File: config.mk
export PLATFORM = sky130hd
export DESIGN_NAME = ahb3lite_led_gpio
export DESIGN_NICKNAME = d
export VERILOG_FILES = /design/src/rtl/ahb3lite_pkg.sv /design/src/rtl/button_debouncer.sv /design/src/rtl/ahb3lite_led_gpio.sv
export SDC_FILE = /design/constraint.sdc
export NUM_CORES = 1
export LEC_CHECK = 0
export ABC_AREA = 1
export CAP_MARGIN = 20
export CELL_PAD_IN_SITES_DETAIL_PLACEMENT = 0
export CELL_PAD_IN_SITES_GLOBAL_PLACEMENT = 1
export CORE_ASPECT_RATIO = 0.7
export CORE_MARGIN = 4
export CORE_UTILIZATION = 49
export CTS_CLUSTER_DIAMETER = 40
export DETAILED_ROUTE_END_ITERATION = 8
export DONT_BUFFER_PORTS = 1
export PLACE_DENSITY_LB_ADDON = 0.1
export SLEW_MARGIN = 20
export SYNTH_ARGS = -nofsm -noshare
export SYNTH_HDL_FRONTEND = slang
export SYNTH_SLANG_ARGS = --single-unit
File: constraint.sdc
create_clock -name clk_i -period 4.1 [get_ports clk_i]
set_clock_uncertainty 0.2 [all_clocks]
set_input_delay 0 -clock clk_i [delete_from_list [all_inputs] [get_ports clk_i]]
set_output_delay 0 -clock clk_i [all_outputs]
set_load 0.005 [all_outputs]
File: src/rtl/ahb3lite_pkg.sv
// Shared AHB3-Lite encodings, LED/GPIO register offsets and the error-response FSM states.
package ahb3lite_pkg;

  localparam logic [1:0] HTRANS_IDLE   = 2'b00;
  localparam logic [1:0] HTRANS_BUSY   = 2'b01;
  localparam logic [1:0] HTRANS_NONSEQ = 2'b10;
  localparam logic [1:0] HTRANS_SEQ    = 2'b11;

  localparam logic [2:0] HSIZE_BYTE  = 3'd0;
  localparam logic [2:0] HSIZE_HWORD = 3'd1;
  localparam logic [2:0] HSIZE_WORD  = 3'd2;

  localparam logic HRESP_OKAY  = 1'b0;
  localparam logic HRESP_ERROR = 1'b1;

  localparam logic [1:0] LED_OUT_OFS    = 2'd0;
  localparam logic [1:0] BLINK_MASK_OFS = 2'd1;
  localparam logic [1:0] PRESCALE_OFS   = 2'd2;
  localparam logic [1:0] STATUS_OFS     = 2'd3;

  typedef enum logic [1:0] {
    ST_IDLE_OK = 2'd0,
    ST_ERR1    = 2'd1,
    ST_ERR2    = 2'd2
  } err_state_t;

  // Unsupported sizes and misaligned halfword/word accesses get an ERROR response.
  function automatic logic access_bad(input logic [2:0] size, input logic [1:0] ofs);
    case (size)
      HSIZE_BYTE:  access_bad = 1'b0;
      HSIZE_HWORD: access_bad = ofs[0];
      HSIZE_WORD:  access_bad = (ofs != 2'b00);
      default:     access_bad = 1'b1;
    endcase
  endfunction

  function automatic logic [3:0] lane_strobe(input logic [2:0] size, input logic [1:0] ofs);
    case (size)
      HSIZE_BYTE:  lane_strobe = 4'b0001 << ofs;
      HSIZE_HWORD: lane_strobe = ofs[1] ? 4'b1100 : 4'b0011;
      default:     lane_strobe = 4'b1111;
    endcase
  endfunction

endpackage

File: src/rtl/button_debouncer.sv
// Two-flop synchroniser followed by a stability counter; level_o follows the button once it
// has held a new value for g_cycles consecutive cycles, rise_o pulses on a 0->1 update.
module button_debouncer #(
  parameter int g_cycles = 100000
) (
  input  logic clk_i,
  input  logic rst_i,
  input  logic raw_i,
  output logic level_o,
  output logic rise_o
);
  localparam int CW = $clog2(g_cycles + 1);
  localparam logic [CW-1:0] LAST = CW'(g_cycles - 1);

  logic          sync_p0;
  logic          sync_p1;
  logic [CW-1:0] cnt;

  always_ff @(posedge clk_i) begin
    if (rst_i) begin
      sync_p0 <= 1'b0;
      sync_p1 <= 1'b0;
      cnt     <= '0;
      level_o <= 1'b0;
      rise_o  <= 1'b0;
    end else begin
      sync_p0 <= raw_i;
      sync_p1 <= sync_p0;
      rise_o  <= 1'b0;
      if (sync_p1 == level_o) begin
        cnt <= '0;
      end else if (cnt == LAST) begin
        cnt     <= '0;
        level_o <= sync_p1;
        rise_o  <= sync_p1;
      end else begin
        cnt <= cnt + CW'(1);
      end
    end
  end

endmodule

File: src/rtl/ahb3lite_led_gpio.sv
// AHB3-Lite slave exposing LED value, per-LED blink mask, blink prescaler and a debounced button.
// Zero-wait for legal accesses, two-cycle ERROR response for bad size or misalignment.
module ahb3lite_led_gpio
  import ahb3lite_pkg::*;
#(
  parameter int g_led_num         = 8,
  parameter int g_debounce_cycles = 100000,
  parameter int g_prescale_rst    = 5000000
) (
  input  logic                 clk_i,
  input  logic                 rst_i,
  input  logic                 hsel_i,
  input  logic [31:0]          haddr_i,
  input  logic [31:0]          hwdata_i,
  output logic [31:0]          hrdata_o,
  input  logic                 hwrite_i,
  input  logic [2:0]           hsize_i,
  input  logic [1:0]           htrans_i,
  input  logic                 hready_i,
  output logic                 hreadyout_o,
  output logic                 hresp_o,
  input  logic                 button_i,
  output logic [g_led_num-1:0] leds_o
);

  err_state_t           state, state_next;
  logic                 accept, bad;
  logic                 dp_valid, dp_write;
  logic [3:0]           dp_addr;
  logic [3:0]           dp_strb;
  logic [31:0]          wmask, rd_word, wr_word, led_ext, blink_ext;
  logic                 commit;
  logic [g_led_num-1:0] led_out, blink_mask;
  logic [23:0]          prescale, blink_cnt;
  logic                 blink_phase;
  logic                 btn_level, btn_rise, btn_flag;
  logic                 unused_bits;

  function automatic logic [31:0] merge_lanes(input logic [31:0] cur, input logic [31:0] wd,
                                              input logic [31:0] mask);
    merge_lanes = (cur & ~mask) | (wd & mask);
  endfunction

  // Address phase: ERR1 holds hreadyout low, so nothing is accepted there.
  assign accept = hsel_i & hready_i & htrans_i[1] & (state != ST_ERR1);
  assign bad    = access_bad(hsize_i, haddr_i[1:0]);

  always_ff @(posedge clk_i) begin
    if (rst_i) begin
      state    <= ST_IDLE_OK;
      dp_valid <= 1'b0;
      dp_write <= 1'b0;
      dp_addr  <= '0;
      dp_strb  <= '0;
    end else begin
      state    <= state_next;
      dp_valid <= accept & ~bad;
      if (accept) begin
        dp_write <= hwrite_i;
        dp_addr  <= haddr_i[3:0];
        dp_strb  <= lane_strobe(hsize_i, haddr_i[1:0]);
      end
    end
  end

  always_comb begin
    state_next  = state;
    hreadyout_o = 1'b1;
    hresp_o     = HRESP_OKAY;
    case (state)
      ST_IDLE_OK: if (accept && bad) state_next = ST_ERR1;
      ST_ERR1: begin
        hreadyout_o = 1'b0;
        hresp_o     = HRESP_ERROR;
        state_next  = ST_ERR2;
      end
      ST_ERR2: begin
        hresp_o    = HRESP_ERROR;
        state_next = (accept && bad) ? ST_ERR1 : ST_IDLE_OK;
      end
      default: state_next = ST_IDLE_OK;
    endcase
  end

  // Data phase: one read mux feeds both hrdata and the byte-lane merge for writes.
  always_comb begin
    led_ext   = '0;
    blink_ext = '0;
    led_ext[g_led_num-1:0]   = led_out;
    blink_ext[g_led_num-1:0] = blink_mask;
    case (dp_addr[3:2])
      LED_OUT_OFS:    rd_word = led_ext;
      BLINK_MASK_OFS: rd_word = blink_ext;
      PRESCALE_OFS:   rd_word = {8'd0, prescale};
      default:        rd_word = {30'd0, btn_flag, btn_level};
    endcase
    for (int b = 0; b < 4; b++) wmask[8*b +: 8] = {8{dp_strb[b]}};
  end

  assign wr_word  = merge_lanes(rd_word, hwdata_i, wmask);
  assign commit   = dp_valid & dp_write;
  assign hrdata_o = (dp_valid && !dp_write) ? rd_word : 32'd0;

  always_ff @(posedge clk_i) begin
    if (rst_i) begin
      led_out    <= '0;
      blink_mask <= '0;
      prescale   <= 24'(g_prescale_rst);
      btn_flag   <= 1'b0;
    end else begin
      if (commit && dp_addr[3:2] == LED_OUT_OFS)    led_out    <= wr_word[g_led_num-1:0];
      if (commit && dp_addr[3:2] == BLINK_MASK_OFS) blink_mask <= wr_word[g_led_num-1:0];
      if (commit && dp_addr[3:2] == PRESCALE_OFS)   prescale   <= wr_word[23:0];
      if (btn_rise)
        btn_flag <= 1'b1;
      else if (commit && dp_addr[3:2] == STATUS_OFS && wmask[1] && hwdata_i[1])
        btn_flag <= 1'b0;
    end
  end

  // Blink prescaler and registered LED drive.
  always_ff @(posedge clk_i) begin
    if (rst_i) begin
      blink_cnt   <= '0;
      blink_phase <= 1'b0;
      leds_o      <= '0;
    end else begin
      if (prescale == 24'd0) begin
        blink_cnt   <= '0;
        blink_phase <= 1'b0;
      end else if (commit && dp_addr[3:2] == PRESCALE_OFS) begin
        blink_cnt <= '0;
      end else if (blink_cnt == prescale - 24'd1) begin
        blink_cnt   <= '0;
        blink_phase <= ~blink_phase;
      end else begin
        blink_cnt <= blink_cnt + 24'd1;
      end
      leds_o <= led_out ^ (blink_mask & {g_led_num{blink_phase}});
    end
  end

  button_debouncer #(
    .g_cycles(g_debounce_cycles)
  ) u_debouncer (
    .clk_i  (clk_i),
    .rst_i  (rst_i),
    .raw_i  (button_i),
    .level_o(btn_level),
    .rise_o (btn_rise)
  );

  assign unused_bits = ^{haddr_i[31:4], htrans_i[0], wr_word};

endmodule

==> impl_metrics.ini, run 1 <==
[run_status]
status = completed

[global_route]
grtUsageTotal = 0.226
grt_max_degree = 56
grt_pass1_vias = 5306
grt-ovfl-total = 0
antenna_found_initial = 0
grt_pass1_wl_um = 26000

[finish]
syn_to_final_growth_pct = 13.9
final_nets = 993
layout_common_cells = nand2_1, inv_1, dfxtp_1, nor2_1, a21oi_1
layout_commonest_cell = nand2_1
fin_cells = 1072
drive_above_1_share = 0.0699
n_antenna_cell = 0
final_core_util = 0.577

[detailed_routing]
drt_first_pass_iters = 5
via_count = 5613
drt_iter0_markers = 405
routed_wl_um = 15500
drcViolationCount = 0
antenna_left = 0
avgRoutedWirePerCell_um = 14.5
vias_per_cell = 5.24

[worst_setup_path]
slowest_stage = dlygate4sd3_1
cp.required_ns = 4.13
r2r_cells = 9
r2r_setup_slack_ns = 1.39
end_kind = flip-flop
r2r-start = state[1]
worstPathCellList = dlygate4sd3_1, nor2_1, dlygate4sd3_1, inv_1, o21ai_0, dlygate4sd3_1, nor4_1, dlygate4sd3_1
arrival_ns = 2.82
crit_top_cell = dlygate4sd3_1
slowest_delay_ns = 0.62
cp-start-kind = input port
critical_path_class = input port to flip-flop
reg2reg_to = state[0]
critPathLaunch = hsize_i[2]
cp_max_fo = 4

[floorplan]
core_area_um2 = 11900
die_area_um2 = 14100
die_y_um = 101
dieWidth_um = 140
initial_core_util = 0.506
io_pins = 117
row_count = 33

[pwr]
p_total_mw = 2.09
power_leakage_nw = 2.83
ir_drop_uv = 210
power.density_nw_per_um2 = 306

[yosys]
synth_compound_area_frac = 0.146
yosys_warnings = 0
ys_ff_latch = 104
syn_area_per_cell_um2 = 6.82
yosys.area_share.adder = 0.0167
syn_area_um2 = 6000
synth_mux_area_frac = 0
ys_types = 41
syn_inst = 880
synth_top_family_by_area = simple AND/OR/NAND/NOR gates
synthArstFlopShare = 0
yosysSeqAreaShare = 0.347
synthSimpleGateAreaFrac = 0.296
synth_ff_type = dfxtp_1
synth_enable_flop_cells = 0
yosys.area_share.xor_xnor = 0.0717

[sta]
fin_crit_ns = 2.79
hold_ws_ns = 0.0707
tns_ns = 0
tightest_slew_ns = 0.717
setup_violations = 0
relSlewSlack = 0.520
fin_crit_sh = 0.681
hold_viol_final = 0
fmax_ghz = 0.358
slew_viol_final = 0
rsz0062_at_grt = no

[clock_network]
clkLatencyLatePin_ns = 0.35
clk_pin_slew_ns = 0.07
ctsLongestPathBuffers = 2
cts_tree = yes
cts_sinks = 104
cts-root-buf = clkbuf_16
cts_htree_levels = 3
cts-buffers-inserted = 9

[place]
post-dp-hpwl_um = 11400
dp_cells = 1011
portBuffers = 0
routabilityCongestion = 0.848

[hold_path]
hold_class = input port to flip-flop
holdCritStartpoint = hsize_i[0]
hold_depth = 6
hold_end = state[1]

[flow_run]
drv_cap = 0
==> state kept, by name, summed over array words and instances, names as in the netlist, 2 cells and up <==
register	count
u_debouncer.cnt	17
leds_o	8
dp_addr	2
state	2
blink_mask	8
prescale	24
blink_cnt	24
led_out	8
dp_strb	3
==> cell usage after synthesis, types with 2 or more instances <==
cell	n	area [um2]
nor4_1	4	25.0
xnor2_1	18	158
a221oi_1	9	78.8
nor3b_1	5	37.5
nand3_1	39	195
ha_1	8	100
xnor3_1	2	45.0
o211ai_1	2	15.0
nand3_2	4	40.0
nand3b_1	6	45.0
dfxtp_1	104	2080
o22ai_1	4	25.0
xor2_1	26	228
nor2_2	25	156
o221ai_1	6	52.6
clkbuf_1	18	67.6
nand2_2	7	43.8
a21oi_1	66	330
o31ai_1	8	60.1
buf_6	2	22.5
buf_1	2	7.51
nand4_1	15	93.8
o21bai_1	4	30.0
buf_4	8	60.1
inv_2	4	15.0
buf_2	3	15.0
nor2_4	3	33.8
nand2_1	154	578
a31oi_1	2	12.5
or2_2	2	12.5
nor3_1	27	135
inv_1	143	537
o21ai_0	52	260
nor2_1	91	342
==> worst max-delay path, delay by kind of cell <==
kind | cells | cell delay, ns
AO/OA/AOI/OAI | 1 | 0.23
buffers and inverters | 5 | 2.41
AND/OR/NAND/NOR | 2 | 0.18
==> layer usage <==
metal,global-route usage,wire (um)
met3,0.0417,812
met1,0.310,7520
met4,0.0588,200
met2,0.369,7000
met5,0,0
==> layout make-up <==
class / instances / area [um2]
clock buffers: 10 / 229
clock inverters: 6 / 90.1
fillers: 1123 / 5020
inverters: 148 / 556
multi-input cells: 601 / 3210
flip-flops and latches: 104 / 2080
well taps: 157 / 196
repair buffers: 46 / 468
==> repair_timing <==
action,4_1_cts,5_1_grt
hold buffers,45,0
setup buffers,0,0
hold endpoints to repair,63,0
gates resized for setup,0,0
==> per-stage QoR <==
step / worst slack, ns / instance area [um2]
after global placement: 1.54 / 6050
after floorplan: 1.97 / 6030
after CTS: 1.37 / 6830
final: 1.31 / 6830
after global routing: 1.11 / 6830
after detailed placement: 1.49 / 6050
==> where the power goes <==
group	internal [mW]	switching [mW]	leakage [nW]
Clock	0.539	0.395	0.153
Combinational	0.0524	0.0731	1.84
Sequential	1.02	0.0149	0.840
Total	1.61	0.483	2.83
==> cells by family (layout without fill, tap and decap cells) <==
| family | Yosys count | count (layout) |
|---|---|---|
| flops | 104 | 104 |
| xor+xnor | 46 | 46 |
| buf+inv | 182 | 210 |
| fa+ha+maj | 8 | 8 |
| compound gates | 155 | 155 |
| other cells | 1 | 8 |
| simple gates | 384 | 384 |
==> worst max-delay path by stage <==
stage / end / cells after the start / slack, ns
floorplan: blink_cnt[10] / 16 / 1.97
global placement: blink_cnt[20] / 13 / 1.54
detailed placement: blink_cnt[20] / 13 / 1.49
CTS: dp_valid / 8 / 1.37
global route: blink_cnt[20] / 13 / 1.11
finish: dp_valid / 8 / 1.31
No activity file was read; power rests on OpenSTA's default activity.
==> inputs of run 2 (changes only) <==
- CORE_UTILIZATION: 49 -> 45
- clock period: 4.1 -> 2.6 ns (I/O delays scaled with it)
==> run 2 against run 1 <==
Combinational power is 80% higher. Count of clock-buffer cells in the layout grew 1. Clock power is 51% higher. Sequential cell count unchanged. Setup slack got worse by 1.1 ns. Largest cell class unchanged. Final cell count rose by 2.4%. Worst hold slack improved by 0.025 ns. First-iteration DRC count is 19% lower. Cell area rose by 3.2%. Highest routed layer unchanged. Register-to-register slack worse by 1.2 ns. Critical path depth up 4.
==> impl_metrics.ini, run 2 (same netlist as run 1, synthesis figures left out) <==
[run_status]
status = completed

[finish]
drive_above_1_share = 0.0929
fin_area_um2 = 7050
reg_top3 = blink_cnt x24, prescale x24, u_debouncer.cnt x17
final_nets = 1014
layout_commonest_cell = nand2_1
layout_common_cells = nand2_1, inv_1, dfxtp_1, nor2_1, a21oi_1
n_antenna_cell = 0
syn_to_final_growth_pct = 17.5

[detailed_routing]
wl_met2_um = 7170
highest_layer = met4
routed_wl_um = 16400
drcViolationCount = 0
avgRoutedWirePerCell_um = 15.0
vias_per_cell = 5.18
antenna_left = 0
m1WireLength_um = 8130
drt_iter0_markers = 330
via_count = 5684
drt_first_pass_iters = 5
met3_length_um = 777

[pwr]
pwr-share-clk = 0.432
swShare = 0.238
pwr-share-comb = 0.069
power_switching_mw = 0.776
power.density_nw_per_um2 = 462
ir_drop_uv = 326
p_seq_frac = 0.499
power_leakage_nw = 2.96
p_int_mw = 2.49

[sta]
tightest_slew_ns = 0.623
relSlewSlack = 0.584
fmax_ghz = 0.420
tns_ns = 0
setup_violations = 0
rsz0062_at_grt = no
fin_crit_sh = 0.916
slew_viol_final = 0
fin_crit_ns = 2.38
hold_viol_final = 0

[floorplan]
die_y_um = 105
row_count = 34
core_area_um2 = 12700
die_area_um2 = 15300
io_pins = 117
initial_core_util = 0.472
dieWidth_um = 146

[place]
routabilityCongestion = 0.839
post_dp_cell_area_um2 = 6160
post-dp-hpwl_um = 11700
portBuffers = 0

[global_route]
grt_pass1_wl_um = 26800
grtUsageTotal = 0.210
grt-ovfl-total = 0
antenna_found_initial = 0
grt_max_degree = 56
grt_pass1_vias = 5388

[clock_network]
clkLatencyLatePin_ns = 0.35
clk_pin_slew_ns = 0.08
cts_sinks = 104
cts_htree_levels = 3
cts_tree = yes
cts-buffers-inserted = 9
ctsLongestPathBuffers = 2
cts-root-buf = clkbuf_16

[hold_path]
hold_class = input port to flip-flop

[worst_setup_path]
cp.required_ns = 2.63
arrival_ns = 2.42
cp-start-kind = flip-flop
cp_max_fo = 6
end_kind = flip-flop
critical_path_class = flip-flop to flip-flop
r2r_setup_slack_ns = 0.22

[flow_run]
drv_cap = 0
run 2: cell types whose count changed in the layout (fill, tap and decap cells not counted), moves of 3 or more:
cell | previous run | this run
buf_4 | 1 | 15
dlygate4sd3_1 | 44 | 48
nand4_4 | 1 | 4
nor2_1 | 91 | 88
nor2_2 | 25 | 28
run 2: layout make-up:
class	count	area, um2
Sequential cell	104	2080
Inverter	148	556
Clock buffer	11	243
Timing Repair Buffer	64	613
Multi-Input combinational cell	604	3300
Clock inverter	5	61.3
Tap cell	162	203
Fill cell	1234	5670
run 2: path summary, 6_finish.rpt:
| kind | start | endpoint | cells past startpoint |
|---|---|---|---|
| worst min register to register | u_debouncer.sync_p0 | u_debouncer.sync_p1 | 2 |
| worst max-delay path | prescale[5] | blink_cnt[1] | 12 |
| worst min-delay path | hsize_i[2] | state[0] | 7 |
| worst max register to register | prescale[5] | blink_cnt[1] | 12 |
run 2: timing repair:
action | 4_1_cts | 5_1_grt
buffers inserted | 0 | 1
endpoints found under the hold margin | 63 | 3
gates resized for setup | 0 | 11
hold buffers | 48 | 3
endpoints found under the setup margin | 0 | 28
run 2: worst max-delay path: stages, from the launching register on:
cell and delay [ns]:
dfxtp_1 0.37, nor2_1 0.21, nand2_2 0.09, nor2_4 0.14
nand2_2 0.14, nor2_1 0.12, nand2_1 0.06, a21oi_1 0.21
nand2_1 0.09, nor2_2 0.23, nand2_4 0.14, nand4_4 0.18
nor2_1 0.07
run 2: power groups by stage:
stage / registers, mW / clock network (mW) / logic (mW)
finish: 1.63 / 1.41 / 0.225
global route: 1.63 / 1.51 / 0.249
CTS: 1.63 / 1.44 / 0.209
detailed placement: 1.67 / 0 / 0.133
global placement: 1.66 / 0 / 0.129
floorplan: 1.65 / 0 / 0.127
run 2: per-stage QoR:
stage	total power, mW	hold slack [ns]	worst slack, ns	utilization	std cells
final	3.26	0.0955	0.218	0.555	1098
after global routing	3.39	0.142	0.00721	0.555	1098
after CTS	3.28	0.0931	0.00860	0.547	1093
after detailed placement	1.80	-0.122	0.114	0.484	1029
after global placement	1.79	-0.124	0.178	0.484	1029
after floorplan	1.78	-0.0930	0.469	-	887
run 2: per-layer routing:
| layer | track usage | vias up |
|---|---|---|
| met2 | 0.332 | 149 |
| met1 | 0.297 | 2583 |
| met5 | 0 | - |
| li1 | - | 2924 |
| met3 | 0.0394 | 28 |
| met4 | 0.0557 | 0 |
